==> config.mk <==
export PLATFORM = sky130hd
export DESIGN_NAME = hdmi_line_fetch
export DESIGN_NICKNAME = d
export VERILOG_FILES = /design/src/rtl/hdmi_line_fetch.sv
export SDC_FILE = /design/constraint.sdc
export NUM_CORES = 1
export LEC_CHECK = 0
export BUFFER_PORTS_ARGS = -buffer_cell sky130_fd_sc_hd__buf_2
export CAP_MARGIN = 20
export CORE_MARGIN = 1.5
export CORE_UTILIZATION = 49
export CTS_CLUSTER_SIZE = 8
export DETAILED_ROUTE_END_ITERATION = 8
export PLACE_DENSITY = 0.75
export SLEW_MARGIN = 20
export SYNTH_ARGS = -nofsm -noshare
export SYNTH_HDL_FRONTEND = slang
export SYNTH_SLANG_ARGS = --single-unit
==> constraint.sdc <==
create_clock -name clk -period 5.9 [get_ports clk]
set_input_delay 0.295 -clock clk [delete_from_list [all_inputs] [get_ports clk]]
set_output_delay 0.295 -clock clk [all_outputs]
set_load 0.01 [all_outputs]
==> src/rtl/hdmi_line_fetch.sv <==
// Line-prefetch controller for the DRAM-backed HDMI path: per-line burst requests, pixel coordinates, underrun flag.
// Optional statistics counters are enabled by defining HDMI_LINE_FETCH_STATS_EN.
`timescale 1ns/1ps

module hdmi_line_fetch #(
  parameter int          X_SIZE      = 1280,
  parameter int          Y_SIZE      = 720,
  parameter int          BPP_BYTES   = 4,
  parameter int          LINE_STRIDE = X_SIZE * BPP_BYTES,
  parameter logic [31:0] BASE_ADDR0  = 32'h0000_0000,
  parameter logic [31:0] BASE_ADDR1  = 32'h0040_0000,
  parameter int          FIFO_AW     = 12
) (
  input  logic               clk,
  input  logic               rst_n,
  input  logic               framestart,
  input  logic               prefetch_line,
  input  logic               de,
  input  logic               buf_sel,
  output logic               kick,
  input  logic               busy,
  output logic [31:0]        read_addr,
  output logic [31:0]        read_num,
  input  logic [FIFO_AW-1:0] fifo_cnt,
  output logic               fifo_rd,
  output logic               img_de,
  output logic [11:0]        x,
  output logic [11:0]        y,
  output logic               underrun,
  input  logic               underrun_clr
`ifdef HDMI_LINE_FETCH_STATS_EN
  ,
  output logic [15:0]        frame_cnt,
  output logic [15:0]        underrun_cnt
`endif
);

  localparam logic [11:0] XS     = 12'(X_SIZE);
  localparam logic [11:0] YS     = 12'(Y_SIZE);
  localparam logic [15:0] YL     = 16'(Y_SIZE);
  localparam logic [16:0] YL17   = 17'(Y_SIZE);
  localparam logic [31:0] STRIDE = 32'(LINE_STRIDE);
  localparam logic [31:0] NUM    = 32'(X_SIZE * BPP_BYTES);

  typedef enum logic [1:0] {IDLE, KICK, RUN} state_e;

  state_e      state_q;
  logic        kick_q;
  logic [31:0] read_addr_q;
  logic        de_q;
  logic [11:0] x_q, x_d;
  logic [11:0] y_q, y_d;
  logic        underrun_q, underrun_d;
  logic [15:0] fetch_line_q, fetch_line_d;
  logic [1:0]  pend_q, pend_d;
  logic [31:0] base_q, base_d;
  logic        stale_q, stale_d;
  logic        done;
  logic        inflight;
  logic        advance;
  logic        accept;
  logic        empty_read;
  logic [31:0] next_addr;

  assign kick       = kick_q;
  assign read_addr  = read_addr_q;
  assign read_num   = NUM;
  assign x          = x_q;
  assign y          = y_q;
  assign underrun   = underrun_q;
  assign img_de     = de && (x_q < XS) && (y_q < YS);
  assign fifo_rd    = img_de;
  assign empty_read = img_de && (fifo_cnt == '0);
  assign next_addr  = base_q + 32'(fetch_line_q) * STRIDE;

  // Falling edge of de ends a line; framestart overrides everything.
  always_comb begin
    x_d = x_q;
    y_d = y_q;
    if (framestart) begin
      x_d = '0;
      y_d = '0;
    end else if (de_q && !de) begin
      x_d = '0;
      y_d = (y_q < YS) ? y_q + 12'd1 : y_q;
    end else if (de) begin
      x_d = (x_q < XS) ? x_q + 12'd1 : x_q;
    end
  end

  always_comb begin
    underrun_d = underrun_q;
    if (empty_read)
      underrun_d = 1'b1;
    else if (underrun_clr)
      underrun_d = 1'b0;
  end

  // A burst interrupted by framestart is "stale": it must finish, but it no longer belongs to the frame.
  always_comb begin
    pend_d       = pend_q;
    fetch_line_d = fetch_line_q;
    base_d       = base_q;
    stale_d      = stale_q;
    done         = (state_q == RUN) && !busy;
    inflight     = (state_q == KICK) || ((state_q == RUN) && busy);
    advance      = 1'b0;
    accept       = 1'b0;
    if (framestart) begin
      base_d       = buf_sel ? BASE_ADDR1 : BASE_ADDR0;
      fetch_line_d = '0;
      pend_d       = 2'd1;
      stale_d      = inflight;
    end else begin
      if (done)
        stale_d = 1'b0;
      advance = done && !stale_q;
      accept  = prefetch_line && (pend_q != 2'd3) &&
                (({1'b0, fetch_line_q} + {15'b0, pend_q}) < YL17);
      if (advance)
        fetch_line_d = fetch_line_q + 16'd1;
      if (accept && !advance)
        pend_d = pend_q + 2'd1;
      else if (advance && !accept)
        pend_d = pend_q - 2'd1;
    end
  end

  always_ff @(posedge clk or negedge rst_n) begin
    if (!rst_n) begin
      de_q         <= 1'b0;
      x_q          <= '0;
      y_q          <= '0;
      underrun_q   <= 1'b0;
      fetch_line_q <= '0;
      pend_q       <= '0;
      base_q       <= BASE_ADDR0;
      stale_q      <= 1'b0;
    end else begin
      de_q         <= de;
      x_q          <= x_d;
      y_q          <= y_d;
      underrun_q   <= underrun_d;
      fetch_line_q <= fetch_line_d;
      pend_q       <= pend_d;
      base_q       <= base_d;
      stale_q      <= stale_d;
    end
  end

  // A new request is held off during framestart so it always uses the fresh base.
  always_ff @(posedge clk or negedge rst_n) begin
    if (!rst_n) begin
      state_q     <= IDLE;
      kick_q      <= 1'b0;
      read_addr_q <= '0;
    end else begin
      case (state_q)
        IDLE: begin
          if (!framestart && (pend_q != 2'd0) && (fetch_line_q < YL)) begin
            state_q     <= KICK;
            kick_q      <= 1'b1;
            read_addr_q <= next_addr;
          end
        end
        KICK: begin
          if (busy) begin
            state_q <= RUN;
            kick_q  <= 1'b0;
          end
        end
        RUN: begin
          if (!busy)
            state_q <= IDLE;
        end
        default: begin
          state_q <= IDLE;
          kick_q  <= 1'b0;
        end
      endcase
    end
  end

`ifdef HDMI_LINE_FETCH_STATS_EN
  logic [15:0] frame_cnt_q;
  logic [15:0] underrun_cnt_q;

  assign frame_cnt    = frame_cnt_q;
  assign underrun_cnt = underrun_cnt_q;

  always_ff @(posedge clk or negedge rst_n) begin
    if (!rst_n) begin
      frame_cnt_q    <= '0;
      underrun_cnt_q <= '0;
    end else begin
      if (framestart)
        frame_cnt_q <= frame_cnt_q + 16'd1;
      if (underrun_clr)
        underrun_cnt_q <= empty_read ? 16'd1 : 16'd0;
      else if (empty_read && (underrun_cnt_q != 16'hFFFF))
        underrun_cnt_q <= underrun_cnt_q + 16'd1;
    end
  end
`endif

endmodule

## After elaboration in Yosys (flattened, before gate mapping)

Cells that the tools add are included.

- $add $sub $neg: 7
- Multiply operators: 1
- Div/mod/pow operators: 0
- Magnitude comparators: 4
- Equal/unequal tests: 6
- Shift operators: 0
- Muxes and demuxes: 24
- Bitwise gates (word level): 1
- Reduce and logical (&&, ||, !) cells: 36

Operators by type and width:

| kind | number |
|---|---|
| $mux 12 | 7 |
| $add 32x29->32 | 1 |
| $mux 16 | 2 |
| $add 12x1->12 const B | 2 |
| $mux 23 | 1 |
| $mul 16x3->19 const B | 1 |
| $add 16x2->17 | 1 |
| $lt 17x10->1 const B | 1 |
| $add 16x1->16 const B | 1 |
| $lt 16x10->1 const B | 1 |
| $logic_and 1x1->1 | 13 |
| $logic_not 12->1 | 1 |
| $lt 12x10->1 const B | 1 |
| $lt 12x11->1 const B | 1 |
| $mux 2 | 6 |
| $reduce_bool 2->1 | 6 |
| $reduce_bool 3->1 | 3 |
| $ne 2x2->1 const B | 4 |
| $logic_not 1->1 | 6 |
| $mux 1 | 6 |
| $pmux 2 s3 | 1 |
| $reduce_and 2->1 | 3 |
| $reduce_and 3->1 | 2 |
| $pmux 1 s3 | 1 |
| other kinds (7) | 7 |

- Register bits: 112
- Latch bits: 0
- RAM bits: 0
- Memory bits (read-only): 0
- Bits of input ports: 20
- Output and inout port bits: 92
- Word-level logic and storage cells: 90
- Memories kept: 0

## Logic depth before layout (Yosys ltp)

Gate-level depths: netlist of run 1.

- Word-level depth: 8
- Gate-level depth with buffers: 13
- Gate-level depth less buffers: 13

## Least setup slack after synthesis of run 1

Ideal clock, no wire load.

- Path type: reg-to-reg
- Start: register fetch_line_q[8]
- End: register read_addr_q[25] (netlist: read_addr[25])
- Arrival time: 2.800 ns
- Data required time: 5.775 ns
- Setup slack: 2.976 ns
- Cell stages (with the launch flop): 11
- Period minus slack after synthesis: 2.924 ns
- Cells stage by stage: dfrtp_1 > ha_1 > ha_1 > a211o_1 > a21o_1 > or3_1 > o22ai_1 > xnor2_1 > nand3_1 > xor2_1 > mux2_2

- Word-level cells in the longest chain between the ends: 3
- Elaborated cells between the ends (all ways): 5

Ends and longest elaborated chain:

| item | RTL line | RTL |
|---|---|---|
| from (decl) | 54 | `logic [15:0] fetch_line_q, fetch_line_d;` |
| from (signal assigned) | 144 | `fetch_line_q <= fetch_line_d;` |
| branches (longest 3 deep; another with $add 32x29->32) | n/a |  |
| to (signal assigned) | 163 | `read_addr_q <= next_addr;` |
| to (decl) | 49 | `logic [31:0] read_addr_q;` |

Parallel ways; which one is timed is not known.
A chain may end at the register's enable or synchronous reset.

## Worst setup path after layout of run 1

- Start: register fetch_line_q[10]
- End: register read_addr_q[28] (netlist: read_addr[28])

The elaborated chain is that of the path after synthesis.

==> impl_metrics.yaml, run 1 <==
worst_setup_path:
  worstSetupStartpointType: "register"
  r2r_slack_ps: 2730
  r2r_start: "fetch_line_q[10]"
  cp.arrival_ps: 3400
  endpoint_kind: "register"
  timing.rr.end: "read_addr[28]"
  r2r.worst_path.cells: 13
  crit_end: "read_addr[28]"
  cp.required_ps: 6130
  path_max_fanout: 7
  path_class: "reg -> reg"
  crit_start: "fetch_line_q[10]"
timing:
  period_share_pct: 53.75
  setup_tns_ps: 0
  setup_ws_ps: 2729
  slew_viol_final: 0
  finalCriticalPeriod_ps: 3171
  setup_viol: 0
  fmax_mhz: 315.3
  slew_headroom_pct: 40.79
  rsz0062_at_grt: "no"
  tightest_slew_ps: 888.2
  skew_ps: 12.40
  hold_violations: 0
status:
  outcome: "complete, no violations"
place:
  dp.cells: 624
  placed_cell_area_mm2: 0.004657
  place_congestion: 0.9594
  dp_slack_ps: 2756
  dp_hpwl_mm: 6.167
  portBuffers: 67
power:
  swShare_pct: 28.70
  p_per_area_mw_per_mm2: 227.9
  pwr-share-comb_pct: 15.7
  clockPowerShare_pct: 35.7
  internal_power_w: 0.0007898
  p_leak_nw: 2.616
  seqPwrFrac_pct: 48.6
  p_switching_w: 0.0003178
  peakVddDrop_uv: 217.4
clocking:
  clockBufferDepth: 2
  cts_root_buffer: "clkbuf_8"
  htreeDepth: 3
  ctsResizeCount: 0
  post-cts-setup-buffers: 0
  cts_tree: "done"
  clk_pin_slew_ps: 80
  cts_hold_buf: 0
  cts_made_buffers: 9
  clk_latency_ps: 330
  cts.sinks: 69
drt:
  met2_length_mm: 4.255
  drtIter0Drc: 169
  wl_per_cell_um: 13.26
  wl_met1_mm: 3.841
  final_antenna_net_count: 0
  drt-total-wl_mm: 8.485
  drt_pass1_iterations: 6
  dr.max_layer_used: "met4"
  vias_per_cell: 5.238
  met3_length_um: 279
  num_vias: 3352
  drc: 0
final_layout:
  design_area_mm2: 0.004860
  synthToLayoutAreaGrowth_pct: 10.62
  layoutNonFillerInstCount: 640
  fill_cells: 796
  num_antenna_cells: 0
  drive_gt1_share_pct: 18.23
  nNetsFinal: 582
  utilization_pct: 55.72
floorplan:
  rows: 34
  coreArea_mm2: 0.008721
  dieArea_mm2: 0.009542
  initial_core_util_pct: 50.37
  die_height_um: 97.69
  boundaryPins: 112
  fp.dieW_um: 97.69
yosys:
  synth.avg_cell_area_um2: 9.509
  synth_area_leaders: "dfrtp_1 39%, ha_1 9.7%, buf_4 7.7%, xor2_1 6.2%, nor2_1 4.9%"
  syn_inst: 462
  synth-compound-area-share_pct: 9.428
  synth-edff-count: 0
  synth-seq-cells: 69
  synth_top_family_by_area: "simple AND/OR/NAND/NOR gates"
  synthFlopType: "dfrtp_1"
  ys_async_sr_fraction_pct: 100.0
  synthDistinctLibCells: 48
  synth_xor_area_share_pct: 9.570
  synth_top_area_cell: "dfrtp_1"
  netlist_area_mm2: 0.004393
  yosys.area_share.simple_pct: 18.48
  seq_area_frac_synth_pct: 39.31
  yosysTopAreaCellShare_pct: 39.31
  yosys-mux-area-fraction_pct: 3.418
  yosys.area_share.adder_pct: 10.14
  yosys_warnings: 0
worst_hold_path:
  min_path_type: "in -> reg"
run:
  maxCapViolCount: 0
grt:
  grt_use_total_pct: 17.96
  antenna_found_initial: 0
  gr-total-overflow: 0
  grt_pass1_wl_mm: 14.43
  grt_max_degree: 70
  grt_pass1_vias: 3234
==> cells in the final DEF, fill, tap and decap left out, types with 2 or more instances in the layout <==
cell type and count:
mux2_2 8, a21o_1 6, mux2i_1 6, nor4_1 7, or3_1 3, nand3_1 7
and3_1 9, clkbuf_8 11, xor2_1 31, nand2b_1 6, buf_2 67, ha_1 34
or2_2 3, buf_4 3, o211a_1 4, inv_1 8, o31a_1 3, dfrtp_1 69
o21ai_1 2, clkbuf_1 2, conb_1 44, a21oi_1 8, a31oi_1 7, xnor2_1 17
nor3_1 9, o21ai_0 18, nor2_1 57, nand2_1 41, nand3b_1 2, nand4_1 14
nor2b_1 4
==> worst min path at each step <==
| stage | from | end | slack [ps] | cells past startpoint |
|---|---|---|---|---|
| after detailed placement | de | de_q | 430 | 1 |
| after floorplan | rst_n | base_q[22] | -0.6 | 0 |
| after global placement | de | de_q | 430 | 1 |
| final | de | de_q | 90 | 1 |
| after global routing | de | de_q | 90 | 1 |
| after CTS | de | de_q | 80 | 1 |
==> cells in the mapped netlist (2+ instances only) <==
master	count
dfrtp_1	69
nor2_1	57
buf_4	45
nand2_1	41
ha_1	34
xor2_1	31
o21ai_0	18
xnor2_1	17
nand4_1	14
clkbuf_1	13
and3_1	9
nor3_1	9
a21oi_1	8
inv_1	8
mux2_2	8
a31oi_1	7
nand3_1	7
nor4_1	7
a21o_1	6
mux2i_1	6
nand2b_1	6
nor2b_1	4
o211a_1	4
o31a_1	3
or2_2	3
or3_1	3
conb_1	2
nand3b_1	2
o21ai_1	2
==> metrics by stage <==
stage	power (W)	hold WS, ps
after floorplan	0.0006862	-0.5911
after global routing	0.001160	87.95
after CTS	0.001121	78.32
after detailed placement	0.0007244	433.1
after global placement	0.0007142	430.1
final	0.001108	94.64
==> cell type report <==
class	instances	area [um2]	share of cell area (%)
clock buffer	13	158.9	3.270
multi-input combinational	369	2407	49.54
clock inverter	3	43.79	0.9011
sequential	69	1727	35.53
tap	108	135.1	2.781
timing repair buffer	70	357.8	7.364
inverter	8	30.03	0.6179
==> layer usage <==
metal | vias to the layer above | global-route usage (%)
li1 | 1639 | -
met4 | 0 | 5.934
met3 | 12 | 2.734
met5 | - | 0
met1 | 1627 | 23.24
met2 | 74 | 30.77
==> kinds of logic (layout without fill, tap and decap cells) <==
kind of cell,Yosys count,count (layout)
adders and majority gates,35,35
and+or+nand+nor,168,168
buffers and inverters,66,94
DFF,69,69
other,2,44
muxes,14,14
AOI/OAI and AO/OA,60,60
xor gates and xnor gates,48,48
==> state kept, by name, indices dropped and copies added, names as in the netlist <==
register / flops
stale_q: 1
kick: 1
state_q: 2
pend_q: 2
base_q: 1
de_q: 1
y: 12
x: 12
read_addr: 20
fetch_line_q: 16
underrun: 1
==> critical path, cell delays in order, from the launching register on <==
cell	delay, ps
dfrtp_1	480
ha_1	320
ha_1	380
a21o_1	240
or3_1	310
nor3_1	210
nor2_1	80
a211oi_1	230
nor2_1	80
ha_1	200
ha_1	210
nand3b_1	130
nor4_1	60
a21o_1	160
==> power by group through the flow <==
stage | Clock (W) | Combinational (W) | Sequential, W
after floorplan | 0 | 0.000141 | 0.000546
after global placement | 0 | 0.000171 | 0.000544
after detailed placement | 0 | 0.000177 | 0.000547
after CTS | 0.000405 | 0.000178 | 0.000538
after global routing | 0.000421 | 0.000198 | 0.000542
final | 0.000395 | 0.000174 | 0.000538
Note: power is estimated with default switching activity, not from simulation.
==> run 2, diff against run 1 <==
--- a/config.mk
+++ b/config.mk
@@ -11,7 +11,7 @@
 export CORE_UTILIZATION = 49
 export CTS_CLUSTER_SIZE = 8
 export DETAILED_ROUTE_END_ITERATION = 8
-export PLACE_DENSITY = 0.75
+export PLACE_DENSITY = 0.78
 export SLEW_MARGIN = 20
 export SYNTH_ARGS = -nofsm -noshare
 export SYNTH_HDL_FRONTEND = slang
==> constraint.sdc (replaced) <==
create_clock -name clk -period 2.77 [get_ports clk]
set_input_delay 0.1385 -clock clk [delete_from_list [all_inputs] [get_ports clk]]
set_output_delay 0.1385 -clock clk [all_outputs]
set_load 0.01 [all_outputs]
==> impl_metrics.yaml, run 2 (synthesis results as in run 1) <==
status:
  outcome: "complete, but fails checks"
  failed_checks: "hold timing, setup timing"
drt:
  drc: 0
  drt_pass1_iterations: 4
  drt-total-wl_mm: 10.26
  vias_per_cell: 5.326
  wl_per_cell_um: 15.09
  num_vias: 3622
  drtIter0Drc: 160
  final_antenna_net_count: 0
floorplan:
  die_height_um: 97.69
  fp.dieW_um: 97.69
  boundaryPins: 112
  coreArea_mm2: 0.008721
  dieArea_mm2: 0.009542
  rows: 34
  initial_core_util_pct: 50.37
clocking:
  clk_pin_slew_ps: 80
  cts.sinks: 69
  clk_latency_ps: 340
  cts_root_buffer: "clkbuf_8"
  clockBufferDepth: 2
  cts_tree: "done"
  cts_made_buffers: 9
  htreeDepth: 3
timing:
  period_share_pct: 104.1
  tightest_slew_ps: 882.5
  slew_viol_final: 0
  slew_headroom_pct: 41.17
  setup_tns_ps: -376.8
  setup_viol: 6
  rsz0062_at_grt: "yes"
  hold_ws_ps: -13.80
  setup_ws_ps: -113.4
  hold_violations: 20
  skew_ps: 11.32
  fmax_mhz: 346.8
  finalCriticalPeriod_ps: 2883
worst_setup_path:
  r2r_start: "fetch_line_q[3]"
  endpoint_kind: "register"
  r2r.worst_path.cells: 11
  cp.arrival_ps: 3140
  timing.rr.end: "read_addr[27]"
  path_class: "reg -> reg"
  crit_start: "fetch_line_q[3]"
  r2r_slack_ps: -110
  worstSetupStartpointType: "register"
  path_max_fanout: 4
  crit_end: "read_addr[27]"
  cp.required_ps: 3020
final_layout:
  layoutNonFillerInstCount: 680
  drive_gt1_share_pct: 30.94
  synthToLayoutAreaGrowth_pct: 24.75
  final_common_cell: "buf_2"
  utilization_pct: 62.84
  num_antenna_cells: 0
  most-common-layout-cells: "67 x buf_2, 66 x dfrtp_1, 55 x nor2_1"
  largest_register_ffs: 20
  nNetsFinal: 623
power:
  p_switching_w: 0.0006893
  internal_power_w: 0.001632
  seqPwrFrac_pct: 49.1
  p_leak_nw: 2.807
  peakVddDrop_uv: 364.0
  p_per_area_mw_per_mm2: 423.5
  clockPowerShare_pct: 34.3
  swShare_pct: 29.70
  pwr-share-comb_pct: 16.6
place:
  portBuffers: 67
  dp_slack_ps: -187.7
  place_congestion: 0.9173
  dp.cells: 652
  dp_hpwl_mm: 6.699
grt:
  grt_use_total_pct: 20.65
  grt_pass1_vias: 3489
  grt_pass1_wl_mm: 16.15
  grt_max_degree: 70
  gr-total-overflow: 0
  antenna_found_initial: 0
run:
  maxCapViolCount: 0
worst_hold_path:
  min_path_type: "in -> async"
==> run 2: cell count changes in the layout (fill, tap and decap cells not counted), moves of 3 or more <==
cell	before	now
buf_4	3	41
ha_4	0	14
ha_1	34	18
dfrtp_1	69	66
nor3_1	9	6
dfrtp_2	0	3
==> run 2: cell type report <==
class	count	area, um2
well taps	108	135.1
fillers	685	3241
clock inverters	5	52.55
repair buffers	111	674.4
multi-input cells	369	2730
inverters	8	30.03
clock buffers	10	127.6
flip-flops and latches	69	1730
==> run 2: per-stage QoR <==
step,power [W],instance area [um2]
detailed placement,0.001537,4907
finish,0.002321,5480
CTS,0.002331,5314
global route,0.002444,5480
global placement,0.001524,4907
floorplan,0.001462,4591
==> run 2: worst min path at each step <==
stage / startpoint / to / cells past startpoint
2_1_floorplan: rst_n / base_q[22] / 0
3_3_place_gp: de / de_q / 1
3_5_place_dp: de / de_q / 1
4_1_cts: buf_sel / base_q[22] / 2
5_1_grt: buf_sel / base_q[22] / 2
6_report: rst_n / read_addr[16] / 2
==> run 2: timing repair <==
| action | CTS | global route |
|---|---|---|
| hold buffers | 2 | 0 |
| hold endpoints to repair | 2 | 0 |
| endpoints found under the setup margin | 6 | 7 |
| pin swaps | 20 | 24 |
| buffers inserted | 9 | 2 |
| resized for setup | 24 | 22 |
==> run 2: metal layers <==
| metal | part of all wire, % | track usage (%) | up-vias | wire length, um |
|---|---|---|---|---|
| li1 | - | - | 1734 | - |
| met1 | 42 | 25.58 | 1763 | 4273 |
| met2 | 52 | 35.52 | 97 | 5301 |
| met3 | 3.8 | 3.669 | 28 | 386 |
| met4 | 2.9 | 8.462 | 0 | 297 |
| met5 | 0 | 0 | - | 0 |
==> run 2: power groups by stage <==
stage	clock network [W]	registers (W)	logic, W
floorplan	0	0.00116	0.000300
global placement	0	0.00115	0.000370
detailed placement	0	0.00116	0.000380
CTS	0.000808	0.00114	0.000384
global route	0.000858	0.00115	0.000434
finish	0.000795	0.00114	0.000385
==> run 2: worst max-delay path, cell delays in order (launching register included) <==
cell and delay [ps]:
dfrtp_1 420, buf_4 180, ha_4 240, ha_4 270, and4_4 230, buf_4 130, nor3_4 40, or4_1 510
nand2_1 100, xnor2_1 120, o31a_1 330, o31ai_1 210
